## config.mk

```make
export PLATFORM = sky130hd
export DESIGN_NAME = uart_prog_loader
export DESIGN_NICKNAME = d
export VERILOG_FILES = /design/src/rtl/uart_prog_loader_pkg.sv /design/src/rtl/uart_prog_loader_rx.sv /design/src/rtl/uart_prog_loader.sv
export SDC_FILE = /design/constraint.sdc
export NUM_CORES = 2
export LEC_CHECK = 0
export BUFFER_PORTS_ARGS = -buffer_cell sky130_fd_sc_hd__buf_2
export CORE_MARGIN = 1
export CORE_UTILIZATION = 24
export CTS_CLUSTER_DIAMETER = 30
export DETAILED_ROUTE_END_ITERATION = 7
export GPL_TIMING_DRIVEN = 0
export SLEW_MARGIN = 10
export SYNTH_ARGS = -nofsm -noshare
export SYNTH_HDL_FRONTEND = slang
export SYNTH_SLANG_ARGS = --single-unit
```

## constraint.sdc

```tcl
create_clock -name clk -period 10.9 [get_ports clk]
set_clock_uncertainty 0.1 [all_clocks]
set_input_delay 2.18 -clock clk [delete_from_list [all_inputs] [get_ports clk]]
set_output_delay 2.18 -clock clk [all_outputs]
set_load 0.01 [all_outputs]
```

## src/rtl/uart_prog_loader_pkg.sv

```systemverilog
// Shared definitions for the UART program loader: sync byte, loader FSM states
// and the address-width helper.
package uart_prog_loader_pkg;

    localparam logic [7:0] SYNC_BYTE = 8'hA5;

    typedef enum logic [2:0] {
        ST_RUN,
        ST_WAIT_SYNC,
        ST_LEN,
        ST_DATA,
        ST_CSUM
    } load_state_e;

    // Bits needed to index n entries, never less than 1 so a 1-entry count still has a port.
    function automatic int addr_width(input int n);
        int w;
        w = 1;
        while ((1 << w) < n) begin
            w++;
        end
        return w;
    endfunction

endpackage

```

## src/rtl/uart_prog_loader_rx.sv

```systemverilog
// 8N1 UART byte receiver on an already-synchronised line; emits one-cycle
// byte_valid on a good stop bit or frame_err on a low stop bit.
module uart_rx_core #(
    parameter int CLKS_PER_BIT = 434
) (
    input  logic       clk,
    input  logic       reset,
    input  logic       rx,
    output logic [7:0] byte_data,
    output logic       byte_valid,
    output logic       frame_err
);

    localparam int CNT_W = $clog2(CLKS_PER_BIT);
    localparam logic [CNT_W-1:0] HALF_M1 = CNT_W'(CLKS_PER_BIT / 2 - 1);
    localparam logic [CNT_W-1:0] FULL_M1 = CNT_W'(CLKS_PER_BIT - 1);

    typedef enum logic [1:0] {
        RX_IDLE,
        RX_START,
        RX_DATA,
        RX_STOP
    } rx_state_e;

    rx_state_e        state_q, state_d;
    logic [CNT_W-1:0] cnt_q, cnt_d;
    logic [2:0]       bit_q, bit_d;
    logic [7:0]       shift_q, shift_d;
    logic             valid_q, valid_d;
    logic             err_q, err_d;

    always_comb begin
        state_d = state_q;
        cnt_d   = cnt_q;
        bit_d   = bit_q;
        shift_d = shift_q;
        valid_d = 1'b0;
        err_d   = 1'b0;
        case (state_q)
            RX_IDLE: begin
                if (!rx) begin
                    state_d = RX_START;
                    cnt_d   = '0;
                end
            end
            RX_START: begin
                // Half a bit in: a line already back high was only a glitch.
                if (cnt_q == HALF_M1) begin
                    cnt_d   = '0;
                    bit_d   = '0;
                    state_d = rx ? RX_IDLE : RX_DATA;
                end else begin
                    cnt_d = cnt_q + 1'b1;
                end
            end
            RX_DATA: begin
                if (cnt_q == FULL_M1) begin
                    cnt_d   = '0;
                    shift_d = {rx, shift_q[7:1]};
                    if (bit_q == 3'd7) begin
                        state_d = RX_STOP;
                    end else begin
                        bit_d = bit_q + 1'b1;
                    end
                end else begin
                    cnt_d = cnt_q + 1'b1;
                end
            end
            RX_STOP: begin
                if (cnt_q == FULL_M1) begin
                    cnt_d   = '0;
                    state_d = RX_IDLE;
                    valid_d = rx;
                    err_d   = !rx;
                end else begin
                    cnt_d = cnt_q + 1'b1;
                end
            end
            default: state_d = RX_IDLE;
        endcase
    end

    always_ff @(posedge clk) begin
        if (reset) begin
            state_q <= RX_IDLE;
            cnt_q   <= '0;
            bit_q   <= '0;
            valid_q <= 1'b0;
            err_q   <= 1'b0;
        end else begin
            state_q <= state_d;
            cnt_q   <= cnt_d;
            bit_q   <= bit_d;
            valid_q <= valid_d;
            err_q   <= err_d;
        end
        shift_q <= shift_d;
    end

    assign byte_data  = shift_q;
    assign byte_valid = valid_q;
    assign frame_err  = err_q;

endmodule

```

## src/rtl/uart_prog_loader.sv

```systemverilog
// Loads a program image over UART into a word memory that the CPU fetches from;
// a framed, checksummed transfer switches the CPU from load mode back to run mode.
module uart_prog_loader
    import uart_prog_loader_pkg::*;
#(
    parameter int CLKS_PER_BIT = 434,
    parameter int INSTR_WIDTH  = 16,
    parameter int DEPTH        = 256,
    localparam int ADDR_W      = addr_width(DEPTH)
) (
    input  logic                   clk,
    input  logic                   reset,
    input  logic                   rx,
    input  logic                   load_req,
    input  logic [ADDR_W-1:0]      rd_addr,
    output logic [INSTR_WIDTH-1:0] rd_data,
    output logic                   mode,
    output logic                   load_done,
    output logic                   load_err,
    output logic [ADDR_W:0]        words_loaded
);

    localparam int BYTES = INSTR_WIDTH / 8;
    localparam int BC_W  = addr_width(BYTES);

    if (CLKS_PER_BIT < 4) begin : g_bad_cpb
        $error("CLKS_PER_BIT must be at least 4");
    end
    if ((INSTR_WIDTH % 8) != 0 || INSTR_WIDTH == 0) begin : g_bad_iw
        $error("INSTR_WIDTH must be a non-zero multiple of 8");
    end
    if (DEPTH > 256 || DEPTH < 2 || (DEPTH & (DEPTH - 1)) != 0) begin : g_bad_depth
        $error("DEPTH must be a power of 2 between 2 and 256");
    end

    logic rx_s1_q, rx_s2_q;
    logic lr_s1_q, lr_s2_q, lr_prev_q;
    logic load_edge;

    always_ff @(posedge clk) begin
        if (reset) begin
            rx_s1_q   <= 1'b1;
            rx_s2_q   <= 1'b1;
            lr_s1_q   <= 1'b0;
            lr_s2_q   <= 1'b0;
            lr_prev_q <= 1'b0;
        end else begin
            rx_s1_q   <= rx;
            rx_s2_q   <= rx_s1_q;
            lr_s1_q   <= load_req;
            lr_s2_q   <= lr_s1_q;
            lr_prev_q <= lr_s2_q;
        end
    end

    assign load_edge = lr_s2_q & ~lr_prev_q;

    logic [7:0] rx_byte;
    logic       rx_valid;
    logic       rx_ferr;

    uart_rx_core #(
        .CLKS_PER_BIT(CLKS_PER_BIT)
    ) u_rx (
        .clk       (clk),
        .reset     (reset),
        .rx        (rx_s2_q),
        .byte_data (rx_byte),
        .byte_valid(rx_valid),
        .frame_err (rx_ferr)
    );

    load_state_e            state_q, state_d;
    logic                   mode_q, mode_d;
    logic                   load_done_q, load_done_d;
    logic                   load_err_q, load_err_d;
    logic [ADDR_W:0]        words_loaded_q, words_loaded_d;
    logic [ADDR_W:0]        len_q, len_d;
    logic [ADDR_W:0]        word_cnt_q, word_cnt_d;
    logic [BC_W-1:0]        byte_cnt_q, byte_cnt_d;
    logic [7:0]             csum_q, csum_d;
    logic [INSTR_WIDTH-1:0] word_buf_q, word_buf_d;
    logic [ADDR_W:0]        word_nxt;
    logic                   abort;
    logic                   mem_we;
    logic [ADDR_W-1:0]      mem_waddr;
    logic [INSTR_WIDTH-1:0] mem_wdata;

    assign word_nxt = word_cnt_q + (ADDR_W + 1)'(1);

    always_comb begin
        state_d        = state_q;
        load_done_d    = 1'b0;
        load_err_d     = load_err_q;
        words_loaded_d = words_loaded_q;
        len_d          = len_q;
        word_cnt_d     = word_cnt_q;
        byte_cnt_d     = byte_cnt_q;
        csum_d         = csum_q;
        word_buf_d     = word_buf_q;
        abort          = 1'b0;
        mem_we         = 1'b0;
        mem_waddr      = word_cnt_q[ADDR_W-1:0];
        mem_wdata      = word_buf_q;

        // A reload request outranks everything, including a same-cycle checksum match.
        if (load_edge) begin
            state_d    = ST_WAIT_SYNC;
            word_cnt_d = '0;
            byte_cnt_d = '0;
            csum_d     = '0;
        end else begin
            case (state_q)
                ST_WAIT_SYNC: begin
                    if (rx_valid && rx_byte == SYNC_BYTE) begin
                        state_d    = ST_LEN;
                        word_cnt_d = '0;
                        byte_cnt_d = '0;
                        csum_d     = '0;
                    end
                end
                ST_LEN: begin
                    if (rx_ferr) begin
                        abort = 1'b1;
                    end else if (rx_valid) begin
                        if (int'(rx_byte) > DEPTH) begin
                            abort = 1'b1;
                        end else begin
                            len_d   = (ADDR_W + 1)'(rx_byte);
                            csum_d  = rx_byte;
                            state_d = (rx_byte == 8'd0) ? ST_CSUM : ST_DATA;
                        end
                    end
                end
                ST_DATA: begin
                    if (rx_ferr) begin
                        abort = 1'b1;
                    end else if (rx_valid) begin
                        word_buf_d[int'(byte_cnt_q) * 8 +: 8] = rx_byte;
                        csum_d = csum_q + rx_byte;
                        if (byte_cnt_q == BC_W'(BYTES - 1)) begin
                            mem_we     = 1'b1;
                            mem_wdata  = word_buf_d;
                            byte_cnt_d = '0;
                            word_cnt_d = word_nxt;
                            if (word_nxt == len_q) begin
                                state_d = ST_CSUM;
                            end
                        end else begin
                            byte_cnt_d = byte_cnt_q + 1'b1;
                        end
                    end
                end
                ST_CSUM: begin
                    if (rx_ferr) begin
                        abort = 1'b1;
                    end else if (rx_valid) begin
                        if (rx_byte == csum_q) begin
                            state_d        = ST_RUN;
                            load_done_d    = 1'b1;
                            load_err_d     = 1'b0;
                            words_loaded_d = len_q;
                        end else begin
                            abort = 1'b1;
                        end
                    end
                end
                default: ;
            endcase
        end

        if (abort) begin
            load_err_d = 1'b1;
            state_d    = ST_WAIT_SYNC;
        end
        mode_d = (state_d != ST_RUN);
    end

    always_ff @(posedge clk) begin
        if (reset) begin
            state_q        <= ST_WAIT_SYNC;
            mode_q         <= 1'b1;
            load_done_q    <= 1'b0;
            load_err_q     <= 1'b0;
            words_loaded_q <= '0;
            len_q          <= '0;
            word_cnt_q     <= '0;
            byte_cnt_q     <= '0;
            csum_q         <= '0;
        end else begin
            state_q        <= state_d;
            mode_q         <= mode_d;
            load_done_q    <= load_done_d;
            load_err_q     <= load_err_d;
            words_loaded_q <= words_loaded_d;
            len_q          <= len_d;
            word_cnt_q     <= word_cnt_d;
            byte_cnt_q     <= byte_cnt_d;
            csum_q         <= csum_d;
        end
        word_buf_q <= word_buf_d;
    end

    // Non-blocking read beside the write gives old data on a same-address collision.
    logic [INSTR_WIDTH-1:0] mem [DEPTH];
    logic [INSTR_WIDTH-1:0] rd_data_q;

    always_ff @(posedge clk) begin
        if (mem_we) begin
            mem[mem_waddr] <= mem_wdata;
        end
        rd_data_q <= mem[rd_addr];
    end

    assign rd_data      = rd_data_q;
    assign mode         = mode_q;
    assign load_done    = load_done_q;
    assign load_err     = load_err_q;
    assign words_loaded = words_loaded_q;

endmodule

```

### Word-level counts from Yosys, hierarchy flattened

Memories as Yosys holds them, arrays and structs flattened. A register that Yosys moved wholly into a read port is not among the register bits.
Cells that the tools add are included.

* memories: 1
* word-level logic and storage cells: 162
* input port bits: 12
* bits in registers: 85
* RAM bits: 4096
* output and inout bits: 28

* reductions and logical operators: 26
* shift-type cells: 2
* mux-type cells: 71
* eq/ne operators: 27
* bitwise logic cells: 8
* add/subtract/negate cells: 6

Memory list
* mem: words 256, bits a word 16, rd ports 1, clocked after Yosys merged registers in 1, write ports 1, RTL line uart_prog_loader.sv:205 `logic [INSTR_WIDTH-1:0] mem [DEPTH];`

Operators by type and width (number)
* 2-to-1 mux 16 bit: 5
* 2-to-1 mux 9 bit: 7
* 2-to-1 mux 3 bit: 16
* 2-to-1 mux 8 bit: 5
* negation 4 -> 33 bit: 1
* variable shift 8 x 33 -> 16 bit, first input constant: 1
* variable part select 8 x 33 -> 16 bit: 1
* one-hot mux 9 bit (3 select lines): 1
* one-hot mux 8 bit (3 select lines): 1
* 2-to-1 mux 1 bit: 23
* AND reduction 5 bit: 4
* adder 9 x 1 -> 9 bit, second input constant: 2
* one-hot mux 9 bit (2 select lines): 1
* bitwise mux 16 bit: 1
* AND reduction 4 bit: 4
* != test 2 x 1 -> 1 bit, second input constant: 7
* != test 2 bit, second input constant: 7
* 2-to-1 mux 2 bit: 6
* one-hot mux 3 bit (4 select lines): 1
* nonzero test 2 bit: 5
* equality test 9 x 8 -> 1 bit: 1
* equality test 9 x 8 -> 1 bit, second input constant: 1
* equality test 9 bit, second input constant: 1
* adder 8 bit: 1
* other kinds (24): 37

### Longest topological paths before layout

* word-level depth: 10
* depth in mapped cells: 11
* mapped depth without buffers: 10

### Cells and area by module

Synthesis repeated with hierarchy kept, for this count alone.

* cells, all modules: 7661
* area, all modules: 160946.9 sq um

Modules (own cells, without submodules)
* uart_prog_loader: cells each 7544, seq. area each 124699.6 sq um, times used 1, area each 159783.2 sq um
* uart_rx_core: cells each 117, seq. area each 560.5 sq um, times used 1, area each 1163.6 sq um

### Worst setup path after synthesis

Ideal clock, no wire load.

* path kind: register -> register
* from: register word_buf_q[1]
* to: memory mem[0][1] (data pin)
* cell stages (with the launch flop): 2
* path slack: 5586 ps
* data arrival time: 4199 ps
* period minus slack after synthesis: 5314 ps
* setup time: 1015 ps
* data required time: 9785 ps
* buffers on the path: 1
* cells stage by stage: edfxtp_1 > clkbuf_1

* longest elaborated chain between the ends: 6

RTL lines
* start, declared: RTL line uart_prog_loader.sv:82 `logic [INSTR_WIDTH-1:0] word_buf_q, word_buf_d;`
* start signal, assigned: RTL line uart_prog_loader.sv:201 `word_buf_q <= word_buf_d;`
* bitwise mux 16 bit: RTL line uart_prog_loader.sv:139 `word_buf_d[int'(byte_cnt_q) * 8 +: 8] = rx_byte;`
* 2-to-1 mux 16 bit: RTL line uart_prog_loader.sv:141 `if (byte_cnt_q == BC_W'(BYTES - 1)) begin`
* 2-to-1 mux 16 bit: RTL line uart_prog_loader.sv:138 `end else if (rx_valid) begin`
* 2-to-1 mux 16 bit: RTL line uart_prog_loader.sv:136 `if (rx_ferr) begin`
* 2-to-1 mux 16 bit: RTL line uart_prog_loader.sv:113 `case (state_q)`
* 2-to-1 mux 16 bit (*): RTL line uart_prog_loader.sv:107 `if (load_edge) begin`
* net mem_wdata[1]: RTL line uart_prog_loader.sv:87 `logic [INSTR_WIDTH-1:0] mem_wdata;`
* end, declared: RTL line uart_prog_loader.sv:205

Mark *: on every way through the listed nets, which the timed path passes. The rest lies on a longest branch.

==> out/results.tsv <==
metric	value	unit
status	complete, but fails checks	
violated checks	design-rule violations, max-capacitance violations, max-slew violations	
Syn Std Cell Area	0.160	mm2
crit path launch type	input port	
CTS resizes	0	
Clock Latency Late Sink	980	ps
Reg clk slew, reported paths	50	ps
min Tclk post-route	7720	ps
Inst Count DP	16873	
final instance area	0.198	mm2
largest net degree at the start of global routing	133	
die width	819	um
overall routing resource usage	14.2	%
CP max FO	10	
Clock Path Buffers	4	
most frequent cell after synthesis	edfxtp_1	
kind of critical path	input port to flip-flop	
Pre-Repair DR Iteration Count	8	
WL/cell	27.7	um
share of the synthesized area in the top cell type	77.1	%
gpl congestion	0.984	
synth unique cells	67	
hold_buf cts	0	
core area	0.664	mm2
Global Route met2 Usage	21.3	%
Antenna Nets Post-Route	0	
r2r setup slk	5750	ps
routing usage on met3	4.57	%
number of synthesized flops with an enable pin	4120	
global-route met1 utilization	19.3	%
RSZ-0062 raised after global routing	no	
Worst EP arrival	8340	ps
final critical-path share of the clock period	70.8	%
Pins Over Slew Limit	1	
Via density	4.83	
Setup Fix Bufs, Post-CTS	0	
worst reg-to-reg path cell count	9	
Rel. slew slack	-0.514	%
Setup WS pre-CTS	2980	ps
synthesized area per cell	20.9	um2
Initial Utilization	24.1	%
PortBufs	33	
Site Rows	299	
Hold Path Class	flip-flop to flip-flop	
Area growth syn-to-layout	23.7	%
Leak	55.0	nW
cell count of the worst hold path	1	
Synth top cells by count	edfxtp_1, mux4_2, mux2i_1, nor2_1, o22ai_1	
Yosys warning count	0	
Finished Layout Cells	17982	
Max Cap Viol	1	
DRC violations left	151	
Final setup viols	0	
Clock Root Buffer	clkbuf_16	
syn nets	7695	
VDD IR-drop max	0.127	mV
Die Y	819	um
# IOs	40	
Total Wirelength	498000	um
f_max	130	MHz
Placed Area	0.178	mm2
Top FF cell, synth	edfxtp_1	
setup TNS	0	ps
CP required	11520	ps
CTS tree	built	
Vias	86768	
cell taking the most area after synthesis	edfxtp_1	
first-pass GRT wire length	678000	um
number of global-route vias before repair	83319	
asr flop ratio synth	0	%
H-tree depth	6	
slew at the pin with the worst max-slew slack	1490	ps
layout cell share with drive strength beyond 1	28.9	%
top cells by area, synth	edfxtp_1, mux4_2, mux2i_1	
initial antenna violation count	40	
flops & latches, synth	4197	
Hold Fails Final Rpt	0	
Mapped Cells	7666	
dpl hpwl	334000	um
post-synthesis sequential area ratio	78.1	%
Remaining Overflow, GRT	0	
PnR worst setup slack	3180	ps
global-route layer with the greatest usage	met2	
Layout Nets	8623	
CP endpoint kind	flip-flop	
CTS Buf Count	598	
Clock Sinks	4197	
Iter 0 DRT Violations	13909	
pwr dens	194	mW/mm2
total power	38.5	mW
Die ar.	0.672	mm2
[metrics by stage]
step           hold slack, ps  util [%]
6_report                  318      29.8
2_1_floorplan             289         -
4_1_cts                   322      29.8
3_5_place_dp              308      26.8
3_3_place_gp              301      25.8
5_1_grt                   344      29.8
[power by group]
part           internal (mW)  switching [mW]
registers               17.5         0.00440
logic                  0.385           0.884
clock network           12.1            7.60
total                   30.0            8.49
[cell usage in the layout (no fill, tap or decap), drive strengths merged, types with 68 or more instances in the layout]
cell type,instances
edfxtp,4120
clkbuf,890
mux4,768
buf,560
mux2i,547
nor2,328
o22ai,288
a22oi,196
clkinv,189
a21oi,151
nor3,128
a22o,113
inv,109
dfxtp,77
bufinv,74
nor4,74
nand2,68
[area by class of cell]
class	count	area [um2]
Inverter	15	56.3
Sequential cell	4197	125000
Antenna cell	26	65.1
Fill cell	64063	466000
Clock inverter	424	4980
Tap cell	8879	11100
Multi-Input combinational cell	2991	34000
Timing Repair Buffer	328	5230
Clock buffer	659	15400
Buffer	463	2210
[per-layer routing]
layer / part of all wire (%) / vias up
met4: 4.1 / 18
met1: 39 / 45932
met5: 0.023 / -
met2: 44 / 5499
li1: - / 34364
met3: 12 / 955
[state kept, by name (all words and copies together), names as in the netlist, 3 cells and up, named ones only]
name / flops
u_rx.bit_q: 3
mem: 4096
word_buf_q: 16
word_cnt_q: 9
rd_data: 16
u_rx.byte_data: 8
csum_q: 8
words_loaded: 8
state_q: 3
len_q: 8
u_rx.cnt_q: 9
[cell families after synthesis]
group           after synthesis  share of synthesized area (%)
xor+xnor                     12                         0.0749
other cells                   1                        0.00234
fa+ha+maj                    17                          0.137
compound gates              888                           3.77
flops                      4197                           78.1
simple gates                733                           2.18
buf+inv                     478                           1.37
mux                        1340                           14.4
[path summary, 6_finish.rpt]
path               from           to
min reg2reg     rx_s1_q      rx_s2_q
max          rd_addr[1]   rd_data[3]
max reg2reg  state_q[1]  mem[201][4]
min             rx_s1_q      rx_s2_q
[worst max-delay path, stage by stage]
cell	delay (ps)
buf_2	300
buf_2	690
buf_2	690
clkbuf_1	950
mux4_2	460
a22oi_1	210
a21oi_1	710
nand4_1	920
nor3_2	1140
(Power assumes the default switching activity.)
